[src/rtl/fpu_align.sv]
// fpu_align -- pre-add operand alignment for the FPU adder path.
//
// Takes two packed operands and orders them by magnitude. It then shifts the
// smaller significand right one bit per cycle until both operands share the
// larger exponent. Significands are emitted as {hidden, fraction, OFF ext bits},
// which is the extended format the post-operation normaliser consumes.
//
// Build option: FPU_ALIGN_STICKY_EN
//   defined   -> bit 0 of small_f accumulates the OR of every shifted-out bit,
//                and a collapsed operand becomes sticky = (significand != 0).
//   undefined -> plain logical right shift; a collapsed operand becomes 0.
//   Latency is the same in both builds.
//
// Ports:
//   clk, rst            clock, synchronous active-high reset
//   start               capture operands (honoured only when idle)
//   a_s/a_e/a_f         operand a sign, biased exponent, stored fraction
//   b_s/b_e/b_f         operand b sign, biased exponent, stored fraction
//   big_s, small_s      signs of the larger / smaller magnitude operand
//   big_f, small_f      extended significands, F+OFF+1 bits
//   result_e            common (larger effective) exponent
//   swapped             1 when b was the larger magnitude
//   busy                aligning, or a start is being accepted this cycle
//   done                one-cycle pulse, outputs valid
module fpu_align #(
  parameter int WIDTH = 32,
  parameter int E     = 8,
  parameter int F     = 23,
  parameter int OFF   = 3
) (
  input  logic             clk,
  input  logic             rst,
  input  logic             start,
  input  logic             a_s,
  input  logic [E-1:0]     a_e,
  input  logic [F-1:0]     a_f,
  input  logic             b_s,
  input  logic [E-1:0]     b_e,
  input  logic [F-1:0]     b_f,
  output logic             big_s,
  output logic             small_s,
  output logic [F+OFF:0]   big_f,
  output logic [F+OFF:0]   small_f,
  output logic [E-1:0]     result_e,
  output logic             swapped,
  output logic             busy,
  output logic             done
);

  localparam int SW = F + OFF + 1;

  // The packed width is derived from the field widths; catch a mismatched
  // instantiation at elaboration time.
  if (WIDTH != 1 + E + F) begin : g_width_check
    $error("fpu_align: WIDTH must equal 1+E+F");
  end

  typedef enum logic {IDLE, ALIGN} state_t;

  state_t         state, state_next;
  logic [E-1:0]   cnt;
  logic           load, shift, finish;

  // Capture-side decode of both operands.
  logic           a_hid, b_hid, b_gt;
  logic [E-1:0]   a_eff, b_eff, big_eff, small_eff, diff;
  logic [E+F:0]   a_key, b_key;
  logic [F:0]     big_sig, small_sig;
  logic           collapse;
  logic [SW-1:0]  collapse_f, cap_small_f, shift_f;
  logic [E-1:0]   cap_cnt;

  // Subnormals (e == 0) have no hidden bit and behave as exponent 1. Magnitude
  // ordering is a plain unsigned compare of {eff_e, hidden, f}; ties keep a big.
  always_comb begin
    a_hid     = |a_e;
    b_hid     = |b_e;
    a_eff     = a_hid ? a_e : E'(1);
    b_eff     = b_hid ? b_e : E'(1);
    a_key     = {a_eff, a_hid, a_f};
    b_key     = {b_eff, b_hid, b_f};
    b_gt      = b_key > a_key;
    big_eff   = b_gt ? b_eff : a_eff;
    small_eff = b_gt ? a_eff : b_eff;
    big_sig   = b_gt ? {b_hid, b_f} : {a_hid, a_f};
    small_sig = b_gt ? {a_hid, a_f} : {b_hid, b_f};
    diff      = big_eff - small_eff;
  end

  // A shift distance of the whole significand width or more would leave
  // nothing; collapse it at capture and leave a single no-op shift so the
  // latency stays short and bounded. A one-bit collapsed value survives that
  // extra shift unchanged because the sticky OR keeps bit 0.
  always_comb begin
    collapse   = 32'(diff) >= 32'(SW);
`ifdef FPU_ALIGN_STICKY_EN
    collapse_f = {{(SW-1){1'b0}}, |small_sig};
`else
    collapse_f = '0;
`endif
    cap_small_f = collapse ? collapse_f : {small_sig, {OFF{1'b0}}};
    cap_cnt     = collapse ? E'(1) : diff;
  end

  // One-bit right shift of the smaller significand; with sticky enabled the
  // bit falling off the end is folded into the new bit 0.
  always_comb begin
    shift_f = {1'b0, small_f[SW-1:1]};
`ifdef FPU_ALIGN_STICKY_EN
    shift_f[0] = small_f[1] | small_f[0];
`endif
  end

  // Next-state and control strobes.
  always_comb begin
    state_next = state;
    load       = 1'b0;
    shift      = 1'b0;
    finish     = 1'b0;
    case (state)
      IDLE: begin
        if (start) begin
          load       = 1'b1;
          state_next = ALIGN;
        end
      end
      ALIGN: begin
        if (cnt == '0) begin
          finish     = 1'b1;
          state_next = IDLE;
        end else begin
          shift = 1'b1;
        end
      end
      default: state_next = IDLE;
    endcase
  end

  always_ff @(posedge clk) begin
    if (rst) state <= IDLE;
    else     state <= state_next;
  end

  // Datapath registers. Outputs hold in IDLE until the next accepted start.
  always_ff @(posedge clk) begin
    if (rst) begin
      big_s    <= 1'b0;
      small_s  <= 1'b0;
      big_f    <= '0;
      small_f  <= '0;
      result_e <= '0;
      swapped  <= 1'b0;
      cnt      <= '0;
      done     <= 1'b0;
    end else begin
      done <= finish;
      if (load) begin
        big_s    <= b_gt ? b_s : a_s;
        small_s  <= b_gt ? a_s : b_s;
        big_f    <= {big_sig, {OFF{1'b0}}};
        small_f  <= cap_small_f;
        result_e <= big_eff;
        swapped  <= b_gt;
        cnt      <= cap_cnt;
      end else if (shift) begin
        small_f <= shift_f;
        cnt     <= cnt - E'(1);
      end
    end
  end

  assign busy = (state == ALIGN) | (start & ~rst);

endmodule

[config.mk]
export PLATFORM = sky130hd
export DESIGN_NAME = fpu_align
export DESIGN_NICKNAME = d
export VERILOG_FILES = /design/src/rtl/fpu_align.sv
export SDC_FILE = /design/constraint.sdc
export NUM_CORES = 1
export LEC_CHECK = 0
export CORE_MARGIN = 4
export CORE_UTILIZATION = 35
export DETAILED_ROUTE_END_ITERATION = 10
export SLEW_MARGIN = 25
export SYNTH_ARGS = -nofsm -noshare
export SYNTH_HDL_FRONTEND = slang
export SYNTH_SLANG_ARGS = --single-unit
[constraint.sdc]
create_clock -name clk -period 16.2 [get_ports clk]
set_clock_uncertainty 0.05 [all_clocks]
set_input_delay 3.24 -clock clk [delete_from_list [all_inputs] [get_ports clk]]
set_output_delay 3.24 -clock clk [all_outputs]
set_load 0.05 [all_outputs]
======== Word-level counts from Yosys, hierarchy flattened ========
Index checks and enable logic that the tools add are counted.
word-level totals
  register bits after elaboration ......... 72
  bits of input ports ..................... 67
  output and inout port bits .............. 67
cells by class
  $add $sub $neg .......................... 2
  order comparisons ....................... 2
  muxes and demuxes ....................... 20
  bitwise logic cells ..................... 4
  reductions and logical operators ........ 5
operators with widths
  kind                   count
  $mux W27               3
  $mux W8                7
  $mux W24               2
  $gt A32 B32 Y1         1
  $reduce_or A8 Y1       2
  $ge A8 B5 Y1 const B   1
  $logic_not A8 Y1       1
  $sub A8 B1 Y8 const B  1
  $sub A8 B8 Y8          1
  $mux W1                7
  $not A1 Y1             2
  $pmux W1 S2            1
  $reduce_bool A2 Y1     1
  $reduce_or A2 Y1       1
  $and A1 B1 Y1          1
  $or A1 B1 Y1           1

======== Logic depth before layout (Yosys ltp) ========
  depth after elaboration ................. 8
  mapped depth ............................ 22
  depth with buffers taken out ............ 18

======== Worst setup path after synthesis ========
No wires, ideal clock.
  kind .................................... input port to flip-flop
  start point ............................. input b_e[3]
  end point ............................... register cnt[0]
  setup time .............................. 0.120 ns
  arrival time ............................ 8.015 ns
  required time ........................... 16.030 ns
  setup slack ............................. 8.015 ns
  stages on the path ...................... 22
  path through ............................ or4_1 > nor4_1 > nand2_1 > ha_1 > and3_1 > a221o_1 > a2111oi_4 > a21oi_2 > nor2_4 > clkbuf_1 > clkbuf_1 > and3_1 > a21oi_1 > ha_1 > a21oi_1 > o21ai_0 > xor2_1 > o21a_1 > a211o_1 > buf_2 > buf_2 > o31a_1
on the way
  word-level cells in the longest chain between the ends .. 8
  elaborated cells between the ends (all ways) .. 9
  classes of those cells .................. 1 x add/sub; 2 x order compare; 5 x mux; 1 x reduce/logical
RTL lines
  item                               RTL line  text
  start, declared                    38        input logic [E-1:0] b_e,
  $reduce_or A8 Y1                   77        b_hid = |b_e;
  $mux W8                            79        b_eff = b_hid ? b_e : E'(1);
  $gt A32 B32 Y1                     82        b_gt = b_key > a_key;
  $mux W8, on equally long branches  83, 84
  $sub A8 B8 Y8 *                    87        diff = big_eff - small_eff;
  $ge A8 B5 Y1                       95        collapse = 32'(diff) >= 32'(SW);
  $mux W8 *                          102       cap_cnt = collapse ? E'(1) : diff;
  $mux W8 *                          157       if (load) begin
  end signal, assigned               164       cnt <= cap_cnt;
  end signal, assigned               167       cnt <= cnt - E'(1);
  end, declared                      61        logic [E-1:0] cnt;
Mark *: on every way between the ends. The rest lies on a longest branch, timed or not.
A chain may end at the register's enable or synchronous reset.

======== Final worst setup path ========
  start point ............................. input rst
  end point ............................... output busy
on the way
  word-level cells in the longest chain between the ends .. 3
RTL lines
  item             RTL line  text
  start, declared  32        input logic rst,
  $not A1 Y1       172       assign busy = (state == ALIGN) | (start & ~rst);
  $and A1 B1 Y1    172
  $or A1 B1 Y1     172
  end, declared    46        output logic busy,
No other way between the ends.

==> reports/results.ini <==
[clock_tree]
clock_latency_ps=340
root_buffer=clkbuf_16
cts_tree=built
cts_setup_buffers=0
cts_buffer_depth=2
numCtsBuffers=9
h-tree-depth=3
clkTransAtPathRegs_ps=60
ctsResizeCount=0
cts.sinks=72
cts_hold_buf=0

[sta]
hold_viol_final=0
period_share=0.573
fin_setup_tns_ps=0
min_period_ps=9290
slew_headroom=0.344
layout_setup_ws_ps=6910
worstMarginPinSlew_ps=982
setup_violations=0
max_clock_freq_mhz=108
rsz0062_at_grt=no
slew_violations=0

[power_and_ir_drop]
p_per_area_nw_per_um2=101
finalPower_mw=0.689
irDropWorstVdd_mv=0.0649
leakagePower_nw=2.82

[final_layout]
area_delta_synth_final_pct=32.5
diodes=0
fillers=1438
multi_input_area_um2=3290
nNetsFinal=901
layout-drive-gt1-share=0.0584
regArea_um2=1440

[global_route]
antenna_found_initial=0
grt_pass1_vias=5113
grt_use_total=0.210
grt_max_degree=86
grt_pass1_wl_um=27600
grt_overflow=0

[logic_synthesis]
synth-edff-count=0
avgSynthCellArea_um2=7.24
yosysWarningCount=0
synth_cells=709
yosysMostFrequentCell=nand2_1
synth_area_leaders=dfxtp_1 (28%), nand2_1 (11%), ha_1 (8.3%)
synthDistinctLibCells=58
synth_top_area_share=0.281
ys_seq_area_frac=0.281
synth_area_leader_cell=dfxtp_1
synthArstFlopShare=0
yosys-top-cells-count=nand2_1 (156), nor2_1 (75), dfxtp_1 (72)
synthesis.area_um2=5130
ys_ff_latch=72
synth-main-ff-cell=dfxtp_1

[floorplanning]
start_util=0.364
die_w_um=129
die_h_um=129
fp-row-count=43
die_area_um2=16700
core-area_um2=14100
pin_count=134

[placement]
place.gp.congestion=0.916
dpl.hpwl_um=12900
io_buffers=130
place_ws_ps=6860

[routing]
drcViolationCount=0
drt-pass1-iter-count=5
drt_iter0_drc=345
wire_per_inst_um=18.0
wl_um=17700
drtAntennaViolNets=0
via_per_inst=5.49
num_vias=5409

[run_status]
outcome=finished clean

[critical_path]
cp-startpoint=rst
critical_path_arrival_ps=6000
crit_fanout=70
reg2reg_to=cnt[5]$_SDFFE_PP0P_
r2r_cells=8
worstSetupStartpointType=input pin
r2r-start=cnt[0]$_SDFFE_PP0P_
r2r_setup_slack_ps=13560
cp-endpoint=busy
end_kind=output pin
required_ps=12910
crit_type=in -> out

[run]
cap_violations=0

[hold_path]
min_path_type=reg -> reg

## placed cells by master, fill, tap and decap left out, types with 3 or more instances in the layout
master,netlist,routed
xor2_1,6,6
clkdlybuf4s50_1,0,129
bufinv_16,0,3
nand3_1,36,36
o211ai_1,3,3
o31ai_1,6,6
dfxtp_1,72,72
mux2i_1,3,3
conb_1,1,3
o41ai_1,9,9
nor2_1,75,75
nor2b_1,8,7
ha_1,34,34
nand2_1,156,156
nand4_1,9,9
nor4_1,8,8
a211oi_1,5,5
a31oi_1,3,3
a21o_1,5,5
buf_4,3,5
nand2b_1,4,4
a311oi_1,29,29
clkbuf_16,0,9
a21boi_0,3,3
o41ai_2,17,17
nor3_1,9,9
inv_1,41,41
and3_1,4,4
a21oi_1,52,52
o21ai_0,13,13
or4_1,3,3
o21a_1,5,5
## layout make-up
cell class                      instances  area share
Multi-Input combinational cell        540       0.485
Clock buffer                           11      0.0357
Sequential cell                        72       0.212
Clock inverter                          5      0.0153
Inverter                               42      0.0232
Timing Repair Buffer                  135       0.196
Tap cell                              180      0.0331
## sequential cells by signal, indices dropped and copies added (netlist names), 8 cells and up
register  cells
small_f      27
big_f        24
cnt           8
result_e      8
## power by group
part / switching [mW] / leakage, nW / total, mW / internal, mW
Sequential: 0.0107 / 0.590 / 0.203 / 0.192
Clock: 0.0821 / 0.170 / 0.237 / 0.155
Combinational: 0.166 / 2.06 / 0.249 / 0.0825
Total: 0.259 / 2.82 / 0.689 / 0.430
## logic make-up (layout without fill, tap and decap cells)
family,after synthesis,in the layout,synth area share
other cells,1,3,0.000731
buf+inv,99,193,0.0805
mux,4,4,0.00805
fa+ha+maj,34,34,0.0829
xor+xnor,8,8,0.0137
compound gates,171,171,0.265
flops,72,72,0.281
simple gates,320,320,0.269
## through the flow
step / std cells / utilization / cell area, µm² / hold slack [ps]
after floorplan: 711 / - / 5140 / 458
after global placement: 969 / 0.458 / 6450 / 401
after detailed placement: 969 / 0.458 / 6450 / 407
after CTS: 985 / 0.482 / 6800 / 419
after global routing: 985 / 0.482 / 6800 / 436
final: 985 / 0.482 / 6800 / 414
## how the worst min path moves through the flow
stage	to	start	slack, ps	cells after the start
6_report	result_e[0]$_SDFFE_PP0P_	result_e[0]$_SDFFE_PP0P_	410	2
5_1_grt	result_e[0]$_SDFFE_PP0P_	result_e[0]$_SDFFE_PP0P_	440	2
4_1_cts	result_e[0]$_SDFFE_PP0P_	result_e[0]$_SDFFE_PP0P_	420	2
3_5_place_dp	result_e[0]$_SDFFE_PP0P_	result_e[0]$_SDFFE_PP0P_	410	2
3_3_place_gp	result_e[0]$_SDFFE_PP0P_	result_e[0]$_SDFFE_PP0P_	400	2
2_1_floorplan	done$_SDFF_PP0_	state$_SDFF_PP0_	460	1
## metal layers
metal	vias to the layer above	wire, µm	GRT usage
met5	-	0	0
met4	0	376	0.0710
met3	24	1200	0.0309
met2	174	7780	0.321
met1	2529	8350	0.304
li1	2682	-	-
## critical path, cell delays in order
cell	delay, ps
buf_2	80
buf_4	630
clkinv_1	940
a21o_1	400
clkdlybuf4s50_1	700
(Power assumes the default switching activity.)
